## src/rtl/jpeg_idct_pkg.sv

```systemverilog
// Shared definitions for the IDCT output stage.
//   BLOCK_BEATS : beats per 8x8 block (32 beats of two samples)
//   beat_t      : one output beat {page, count, last, d0, d1}
//   saturate()  : clamp a wide signed value to a signed/unsigned width
package jpeg_idct_pkg;

    localparam int unsigned BLOCK_BEATS = 32;
    localparam int unsigned PAGE_W      = 3;
    localparam int unsigned COUNT_W     = 2;
    // Widest supported output sample; OUT_WIDTH must be below this.
    localparam int unsigned MAX_OUT_W   = 32;

    typedef struct packed {
        logic [PAGE_W-1:0]    page;
        logic [COUNT_W-1:0]   count;
        logic                 last;
        logic [MAX_OUT_W-1:0] d0;
        logic [MAX_OUT_W-1:0] d1;
    } beat_t;

    // Clamp v to the range of a width-bit number; result is the low width bits,
    // zero-extended to MAX_OUT_W.
    function automatic logic [MAX_OUT_W-1:0] saturate(input logic signed [63:0] v,
                                                      input int unsigned        width,
                                                      input logic               is_signed);
        logic signed [63:0] lo;
        logic signed [63:0] hi;
        logic signed [63:0] r;
        logic signed [63:0] mask;
        if (is_signed) begin
            lo = -(64'sd1 <<< (width - 1));
            hi = (64'sd1 <<< (width - 1)) - 64'sd1;
        end else begin
            lo = 64'sd0;
            hi = (64'sd1 <<< width) - 64'sd1;
        end
        if (v < lo) begin
            r = lo;
        end else if (v > hi) begin
            r = hi;
        end else begin
            r = v;
        end
        mask = (64'sd1 <<< width) - 64'sd1;
        return MAX_OUT_W'(r & mask);
    endfunction

endpackage

```

## src/rtl/jpeg_idct_ofifo.sv

```systemverilog
// Synchronous FIFO with a show-ahead output register.
// Capacity is DEPTH beats in total, counting the beat held in the output register.
//   flush_i     : synchronous clear of contents and pointers
//   wr_i/wdata_i: write request; wr_ok_o says it was accepted (not full, or read same edge)
//   rd_i        : consumer ready; a read happens when rvalid_o && rd_i
//   rvalid_o/rdata_o : registered head of the FIFO
//   free_next_o : free entries after the current edge (for a registered "room" flag)
module jpeg_idct_ofifo #(
    parameter int unsigned WIDTH = 8,
    parameter int unsigned DEPTH = 64
) (
    input  logic                     clk,
    input  logic                     rst,
    input  logic                     flush_i,
    input  logic                     wr_i,
    input  logic [WIDTH-1:0]         wdata_i,
    output logic                     wr_ok_o,
    input  logic                     rd_i,
    output logic                     rvalid_o,
    output logic [WIDTH-1:0]         rdata_o,
    output logic [$clog2(DEPTH):0]   free_next_o
);

    localparam int unsigned PTR_W = $clog2(DEPTH);
    localparam int unsigned CNT_W = PTR_W + 1;

    logic [WIDTH-1:0] mem_q [DEPTH];
    logic [PTR_W-1:0] wr_ptr_q, wr_ptr_d;
    logic [PTR_W-1:0] rd_ptr_q, rd_ptr_d;
    logic [CNT_W-1:0] cnt_q, cnt_d;
    logic             out_valid_q, out_valid_d;
    logic [WIDTH-1:0] out_data_q, out_data_d;

    logic full, pop, push, mem_empty, load_out, mem_we;

    always_comb begin
        wr_ptr_d    = wr_ptr_q;
        rd_ptr_d    = rd_ptr_q;
        out_valid_d = out_valid_q;
        out_data_d  = out_data_q;

        full      = (cnt_q == CNT_W'(DEPTH));
        pop       = out_valid_q & rd_i;
        push      = wr_i & (~full | pop);
        // cnt_q includes the output register; memory holds the rest.
        mem_empty = ((cnt_q - CNT_W'(out_valid_q)) == '0);
        load_out  = ~out_valid_q | pop;

        if (load_out) begin
            if (!mem_empty) begin
                out_valid_d = 1'b1;
                out_data_d  = mem_q[rd_ptr_q];
                rd_ptr_d    = rd_ptr_q + PTR_W'(1);
            end else if (push) begin
                // Bypass straight into the output register.
                out_valid_d = 1'b1;
                out_data_d  = wdata_i;
            end else begin
                out_valid_d = 1'b0;
            end
        end

        mem_we = push & ~(load_out & mem_empty);
        if (mem_we) begin
            wr_ptr_d = wr_ptr_q + PTR_W'(1);
        end
        cnt_d = cnt_q + CNT_W'(push) - CNT_W'(pop);

        if (flush_i) begin
            wr_ptr_d    = '0;
            rd_ptr_d    = '0;
            cnt_d       = '0;
            out_valid_d = 1'b0;
            out_data_d  = '0;
            mem_we      = 1'b0;
        end

        wr_ok_o     = push & ~flush_i;
        free_next_o = CNT_W'(DEPTH) - cnt_d;
    end

    always_ff @(posedge clk) begin
        if (rst) begin
            wr_ptr_q    <= '0;
            rd_ptr_q    <= '0;
            cnt_q       <= '0;
            out_valid_q <= 1'b0;
            out_data_q  <= '0;
        end else begin
            wr_ptr_q    <= wr_ptr_d;
            rd_ptr_q    <= rd_ptr_d;
            cnt_q       <= cnt_d;
            out_valid_q <= out_valid_d;
            out_data_q  <= out_data_d;
        end
    end

    always_ff @(posedge clk) begin
        if (mem_we && !rst) begin
            mem_q[wr_ptr_q] <= wdata_i;
        end
    end

    assign rvalid_o = out_valid_q;
    assign rdata_o  = out_data_q;

endmodule

```

## src/rtl/jpeg_idct_ostage.sv

```systemverilog
// IDCT output stage: rounds, level-shifts and saturates two samples per beat,
// checks the page/count sequence, and buffers beats in a show-ahead FIFO.
//   clk, rst          : clock, synchronous active-high reset
//   ProcessInit       : synchronous flush of everything
//   DataIn*           : calculator beats (enable, page, count, two samples)
//   DataInIdle        : room for a whole block
//   DataOut*          : ready/enable output beats with page, count, last flag
//   BlockCount        : accepted Last beats (wraps)
//   Overflow/SeqError : sticky error flags
module jpeg_idct_ostage
    import jpeg_idct_pkg::*;
#(
    parameter int unsigned IN_WIDTH   = 32,
    parameter int unsigned OUT_WIDTH  = 9,
    parameter int unsigned FRAC_BITS  = 15,
    parameter int unsigned ROUND      = 1,
    parameter int unsigned SIGNED_OUT = 1,
    parameter int          LEVEL      = 0,
    parameter int unsigned DEPTH      = 64
) (
    input  logic                 clk,
    input  logic                 rst,
    input  logic                 ProcessInit,
    input  logic                 DataInEnable,
    input  logic [2:0]           DataInPage,
    input  logic [1:0]           DataInCount,
    input  logic [IN_WIDTH-1:0]  Data0In,
    input  logic [IN_WIDTH-1:0]  Data1In,
    output logic                 DataInIdle,
    output logic                 DataOutEnable,
    input  logic                 DataOutReady,
    output logic [2:0]           DataOutPage,
    output logic [1:0]           DataOutCount,
    output logic                 DataOutLast,
    output logic [OUT_WIDTH-1:0] Data0Out,
    output logic [OUT_WIDTH-1:0] Data1Out,
    output logic [15:0]          BlockCount,
    output logic                 Overflow,
    output logic                 SeqError
);

    localparam int unsigned XW     = IN_WIDTH + 2;
    localparam int unsigned POS_W  = PAGE_W + COUNT_W;
    localparam int unsigned FW     = POS_W + 1 + 2 * OUT_WIDTH;
    localparam int unsigned FREE_W = $clog2(DEPTH) + 1;
    localparam logic signed [XW-1:0] RND = (ROUND != 0) ? (XW'(1) << (FRAC_BITS - 1)) : '0;

    // FIFO word layout: {page, count, last, d0, d1}
    localparam int unsigned D0_LO   = OUT_WIDTH;
    localparam int unsigned LAST_B  = 2 * OUT_WIDTH;
    localparam int unsigned COUNT_LO = LAST_B + 1;
    localparam int unsigned PAGE_LO  = COUNT_LO + COUNT_W;

    function automatic logic [MAX_OUT_W-1:0] scale_sample(input logic [IN_WIDTH-1:0] din);
        logic signed [XW-1:0] v;
        logic signed [XW-1:0] s;
        v = signed'({{2{din[IN_WIDTH-1]}}, din}) + RND;
        s = v >>> FRAC_BITS;
        return saturate(64'(s) + 64'(LEVEL), OUT_WIDTH, SIGNED_OUT != 0);
    endfunction

    logic              stg_valid_q, stg_valid_d;
    beat_t             stg_beat_q, stg_beat_d;
    logic [POS_W-1:0]  exp_q, exp_d;
    logic [15:0]       blk_cnt_q, blk_cnt_d;
    logic              ovf_q, ovf_d;
    logic              seq_err_q, seq_err_d;
    logic              idle_q, idle_d;

    logic [POS_W-1:0]  in_pos;
    logic [FW-1:0]     fifo_wdata;
    logic [FW-1:0]     fifo_rdata;
    logic              fifo_wr_ok;
    logic              fifo_rvalid;
    logic [FREE_W-1:0] free_next;
    logic              out_pop;

    logic unused_stg_hi;
    assign unused_stg_hi = ^{stg_beat_q.d0[MAX_OUT_W-1:OUT_WIDTH],
                             stg_beat_q.d1[MAX_OUT_W-1:OUT_WIDTH]};

    assign in_pos     = {DataInPage, DataInCount};
    assign fifo_wdata = {stg_beat_q.page, stg_beat_q.count, stg_beat_q.last,
                         stg_beat_q.d0[OUT_WIDTH-1:0], stg_beat_q.d1[OUT_WIDTH-1:0]};
    assign out_pop    = fifo_rvalid & DataOutReady;

    always_comb begin
        stg_valid_d = DataInEnable;
        stg_beat_d  = stg_beat_q;
        exp_d       = exp_q;
        seq_err_d   = seq_err_q;
        ovf_d       = ovf_q;
        blk_cnt_d   = blk_cnt_q;

        if (DataInEnable) begin
            stg_beat_d.page  = DataInPage;
            stg_beat_d.count = DataInCount;
            stg_beat_d.last  = (in_pos == '1);
            stg_beat_d.d0    = scale_sample(Data0In);
            stg_beat_d.d1    = scale_sample(Data1In);
            // A bad beat is kept; the checker resyncs to follow it.
            if (in_pos != exp_q) begin
                seq_err_d = 1'b1;
            end
            exp_d = in_pos + POS_W'(1);
        end

        if (stg_valid_q && !fifo_wr_ok) begin
            ovf_d = 1'b1;
        end
        if (out_pop && fifo_rdata[LAST_B]) begin
            blk_cnt_d = blk_cnt_q + 16'd1;
        end

        // The beat entering the stage register still needs a FIFO slot.
        idle_d = (32'(free_next) >= BLOCK_BEATS + 32'(stg_valid_d));

        if (ProcessInit) begin
            stg_valid_d = 1'b0;
            stg_beat_d  = '0;
            exp_d       = '0;
            seq_err_d   = 1'b0;
            ovf_d       = 1'b0;
            blk_cnt_d   = '0;
            idle_d      = 1'b1;
        end
    end

    always_ff @(posedge clk) begin
        if (rst) begin
            stg_valid_q <= 1'b0;
            stg_beat_q  <= '0;
            exp_q       <= '0;
            blk_cnt_q   <= '0;
            ovf_q       <= 1'b0;
            seq_err_q   <= 1'b0;
            idle_q      <= 1'b1;
        end else begin
            stg_valid_q <= stg_valid_d;
            stg_beat_q  <= stg_beat_d;
            exp_q       <= exp_d;
            blk_cnt_q   <= blk_cnt_d;
            ovf_q       <= ovf_d;
            seq_err_q   <= seq_err_d;
            idle_q      <= idle_d;
        end
    end

    jpeg_idct_ofifo #(
        .WIDTH (FW),
        .DEPTH (DEPTH)
    ) u_ofifo (
        .clk         (clk),
        .rst         (rst),
        .flush_i     (ProcessInit),
        .wr_i        (stg_valid_q),
        .wdata_i     (fifo_wdata),
        .wr_ok_o     (fifo_wr_ok),
        .rd_i        (DataOutReady),
        .rvalid_o    (fifo_rvalid),
        .rdata_o     (fifo_rdata),
        .free_next_o (free_next)
    );

    assign DataInIdle    = idle_q;
    assign DataOutEnable = fifo_rvalid;
    assign DataOutPage   = fifo_rdata[PAGE_LO +: PAGE_W];
    assign DataOutCount  = fifo_rdata[COUNT_LO +: COUNT_W];
    assign DataOutLast   = fifo_rdata[LAST_B];
    assign Data0Out      = fifo_rdata[D0_LO +: OUT_WIDTH];
    assign Data1Out      = fifo_rdata[OUT_WIDTH-1:0];
    assign BlockCount    = blk_cnt_q;
    assign Overflow      = ovf_q;
    assign SeqError      = seq_err_q;

endmodule

```

## config.mk

```make
export PLATFORM = sky130hd
export DESIGN_NAME = jpeg_idct_ostage
export DESIGN_NICKNAME = d
export VERILOG_FILES = /design/src/rtl/jpeg_idct_pkg.sv /design/src/rtl/jpeg_idct_ofifo.sv /design/src/rtl/jpeg_idct_ostage.sv
export SDC_FILE = /design/constraint.sdc
export NUM_CORES = 2
export LEC_CHECK = 0
export CAP_MARGIN = 0
export CORE_MARGIN = 4
export CORE_UTILIZATION = 35
export CTS_CLUSTER_DIAMETER = 30
export DETAILED_ROUTE_END_ITERATION = 7
export SLEW_MARGIN = 0
export SYNTH_ARGS = -nofsm -noshare
export SYNTH_HDL_FRONTEND = slang
export SYNTH_HIERARCHICAL = 1
export SYNTH_SLANG_ARGS = --single-unit
```

## constraint.sdc

```tcl
create_clock -name clk -period 4.7 [get_ports clk]
set_input_delay 0.94 -clock clk [delete_from_list [all_inputs] [get_ports clk]]
set_output_delay 0.94 -clock clk [all_outputs]
set_load 0.05 [all_outputs]
```

==> key figures <==
Placed design
  – Final HPWL DP: 92,810 um
  – Port Buffer Count: between 80 and 90
  – Final Wtd Congestion: between 0.8 and 0.9
  – Cells after DPL: between 5,000 and 6,000

Logic synthesis
  – Post-synthesis async set-or-reset flop share: 0
  – Syn Nets: 3,385
  – Biggest area consumer among synthesized cells: edfxtp_1
  – Ys flop type: edfxtp_1
  – Post-synth EDFFs: 1,536
  – Yosys reg bits: 1,635
  – Mean post-synth cell area: 19.65 um^2
  – Synth cell types: 85
  – Top post-synthesis cells by area: edfxtp_1 71%, mux4_2 11%, mux2i_1 3.4%, dfxtp_1 3.1%, nor2_1 0.90%
  – Post-synthesis sequential area ratio: 0.7450
  – Ys Warns: 6
  – Synthesized area: 0.06458 mm^2
  – Synth Instances: around 3,300
  – Area share of the largest cell type after synthesis: 0.7143

Clocking
  – Clk slew on worst S/H paths: 50 ps
  – CTS tree: yes
  – H-Tree Depth: 5
  – CTS Hold Bufs: 0
  – CTS buffer count: 354
  – Post CTS Setup Buffer Count: 0
  – CTS max path bufs: 4
  – Sink Count: 1,635
  – Resized cells post-CTS: 0
  – Clk_lat worst skew: 930 ps
  – Root Driver: clkbuf_16

Power and ir drop
  – PwrDens: roughly 540 mW/mm^2
  – Leakage power: 0.02824 uW
  – Max IR drop VDD: 0.3745 mV

Timing
  – Setup repair after global routing missed its margin: no
  – Fmax: 0.2639 GHz
  – Least-Margin Pin Slew: 1102 ps
  – Tmin final: 3790 ps
  – Worst slew margin: 0.2633
  – Final TNS setup: 0 ps
  – Worst Skew: 99.39 ps
  – Setup violations, final: 0
  – Final Slew Violations: 0
  – Final period utilization: 0.8063
  – Fin. Hold Viols: 0

Critical path
  – Reg2reg setup slack: 910 ps
  – WP buf/inv: 2
  – Crit path depth: 10
  – Crit path from: u_ofifo/cnt_q[1]
  – CP cell instances: inv_1 > ha_1 > nor2b_1 > o21ai_0 > nand3_1 > nor4b_4 > a31oi_4 > or3b_1 > nor2_2 > buf_4
  – CP startpoint kind: flip-flop
  – Reg2reg end: u_ofifo/mem_q[21][1]
  – Max FO, Critical Path: 24
  – Top Family by Delay on Critical Path: simple AND/OR/NAND/NOR gates
  – CP Class: flip-flop to flip-flop
  – Critical Path AT: 4290 ps
  – Worst setup path endpoint: u_ofifo/mem_q[21][1]
  – Slowest CP cell: or3b_1
  – Largest stage delay on the critical path: 710 ps
  – Cell count of the worst reg-to-reg path: 10
  – Worst reg2reg path startpoint: u_ofifo/cnt_q[1]
  – Setup crit end kind: flip-flop
  – CP required: approximately 5200 ps

Global routing
  – Vias in the first global route: 34,960
  – Global route overflow: 0
  – Global-route wire length before repair: between 200,000 and 250,000 um
  – GR Util All Layers: 0.1688
  – Initial antenna violation count: 7
  – Largest net degree at the start of global routing: 96

Detailed routing
  – TritonRoute pass-1 iters: 5
  – WL/cell: 25.25 um
  – DRC: 0
  – Routed vias: around 34,000
  – DRT iter0 DRCs: 3,249
  – Total Wirelength: about 160,000 um
  – Vias per cell: 5.270
  – Antenna viol nets, final: 0

Final layout
  – Layout cells sized above 1: 0.3026
  – Commonest non-fill, non-tap cell in the layout: edfxtp_1
  – FF+latch area: 0.04815 mm^2
  – Commonest cells after routing, fill and taps aside: 1,536 x edfxtp_1, 361 x clkbuf_16, 320 x mux4_2
  – Multi-input gate area: 0.01552 mm^2
  – Fin util: 0.4450
  – Post-Layout Cell Count: between 6,000 and 7,000
  – Area Overhead vs Synth: 26.29%
  – Fin nets: approximately 3,800
  – Fillers: 15,450

Floorplanning
  – IO Pins: about 120
  – Die span in y: around 440 um
  – Die Wd: 437.5 um
  – Row count: 157
  – Core area: 0.1833 mm^2
  – Die footprint: 0.1914 mm^2
  – Starting density of the core: 0.3523

Worst hold path
  – Hold Startpoint: fifo_wdata[1]
  – Hold crit path type: flip-flop to flip-flop

Run status
  – Status: complete, no violations

Flow run
  – Max-Cap Viols: 0
[final cells by class]
class                           count  area share
Clock inverter                    240     0.03730
Antenna cell                        4   0.0001227
Timing Repair Buffer              255     0.02927
Clock buffer                      398      0.1137
Sequential cell                  1635      0.5904
Tap cell                         2464     0.03780
Inverter                           23    0.001059
Multi-Input combinational cell   1444      0.1903
[cell usage after synthesis, types with 4 or more instances]
cell and number:
edfxtp_1 1536, mux4_2 320, mux2i_1 222, nor2_1 154
dfxtp_1 99, a21oi_1 84, nand2_1 79, buf_2 62
clkbuf_1 58, a22oi_1 41, nor2b_1 40, a211oi_1 36
nor3_1 35, o21ai_0 32, buf_4 29, o22ai_1 27
nand3_1 26, xnor2_1 25, a22o_1 24, ha_1 24
xor2_1 24, inv_1 23, mux2_2 23, a221o_1 22
a2111oi_0 17, a221oi_1 15, a311o_1 15, buf_6 15
nand4_1 15, o221ai_1 15, nand2b_1 14, buf_1 12
or3_1 10, and3_1 9, o211ai_1 8, and2_1 7
and4_1 6, a31o_2 5, buf_8 5, nand3b_1 5
nor4_1 5, or2_2 5, o21bai_1 4
[flip-flops by register name (all words and copies together), names as in the netlist, named ones only]
name / cells
SeqError: 1
DataInIdle: 1
u_ofifo/rdata_o: 24
fifo_wdata: 24
Overflow: 1
u_ofifo/rd_ptr_q: 6
u_ofifo/wr_ptr_q: 6
stg_valid_q: 1
u_ofifo/rvalid_o: 1
BlockCount: 16
u_ofifo/cnt_q: 7
exp_q: 5
u_ofifo/mem_q: 1536
[worst min-delay path by stage]
stage	to	slack (ps)	depth (start not counted)
global placement	SeqError	450	2
floorplan	flip-flop	450	2
CTS	fifo_wdata[1]	470	1
global route	fifo_wdata[1]	490	1
detailed placement	fifo_wdata[1]	470	1
finish	fifo_wdata[1]	470	1
[layer usage]
metal / GRT usage / wire, um / vias up
met5: 0 / 0 / -
met2: 0.2633 / 76770 / 1284
met3: 0.03275 / 11330 / 324
met1: 0.2343 / 69550 / 17860
met4: 0.06643 / 5543 / 0
li1: - / - / 14600
[cell families (layout without fill, tap and decap cells)]
family / count (synthesis) / after routing / synth area share
flops: 1635 / 1635 / 0.7450
xor+xnor: 49 / 49 / 0.006646
simple gates: 427 / 427 / 0.03230
buf+inv: 207 / 916 / 0.01786
fa+ha+maj: 25 / 25 / 0.004960
compound gates: 377 / 377 / 0.04301
mux: 566 / 566 / 0.1503
other cells: 0 / 4 / 0
[per-stage QoR]
stage	hold slack, ps	area, um^2	worst slack [ps]	total power (uW)
2_1_floorplan	452.9	64580	845.6	18060
3_3_place_gp	453.0	69230	351.4	18830
3_5_place_dp	469.0	69230	430.2	18850
4_1_cts	474.5	81540	902.7	44170
5_1_grt	486.0	81550	689.1	45100
6_report	472.1	81550	910.3	43790
[worst reg2reg max path, delay by kind of cell (launching register included)]
family / cells / cell delay (ps)
AO/OA/AOI/OAI: 2 / 780
AND/OR/NAND/NOR: 5 / 1360
adder cells (fa/ha/maj): 1 / 210
buffers and inverters: 2 / 560
flip-flops: 1 / 470
[power breakdown]
part	leakage, uW	internal, uW	switching (uW)
Combinational	0.00534	1020	1440
Clock	0.00592	17600	7680
Sequential	0.0170	16000	143
Total	0.0282	34500	9260
Power figures use the tool's default switching activity.
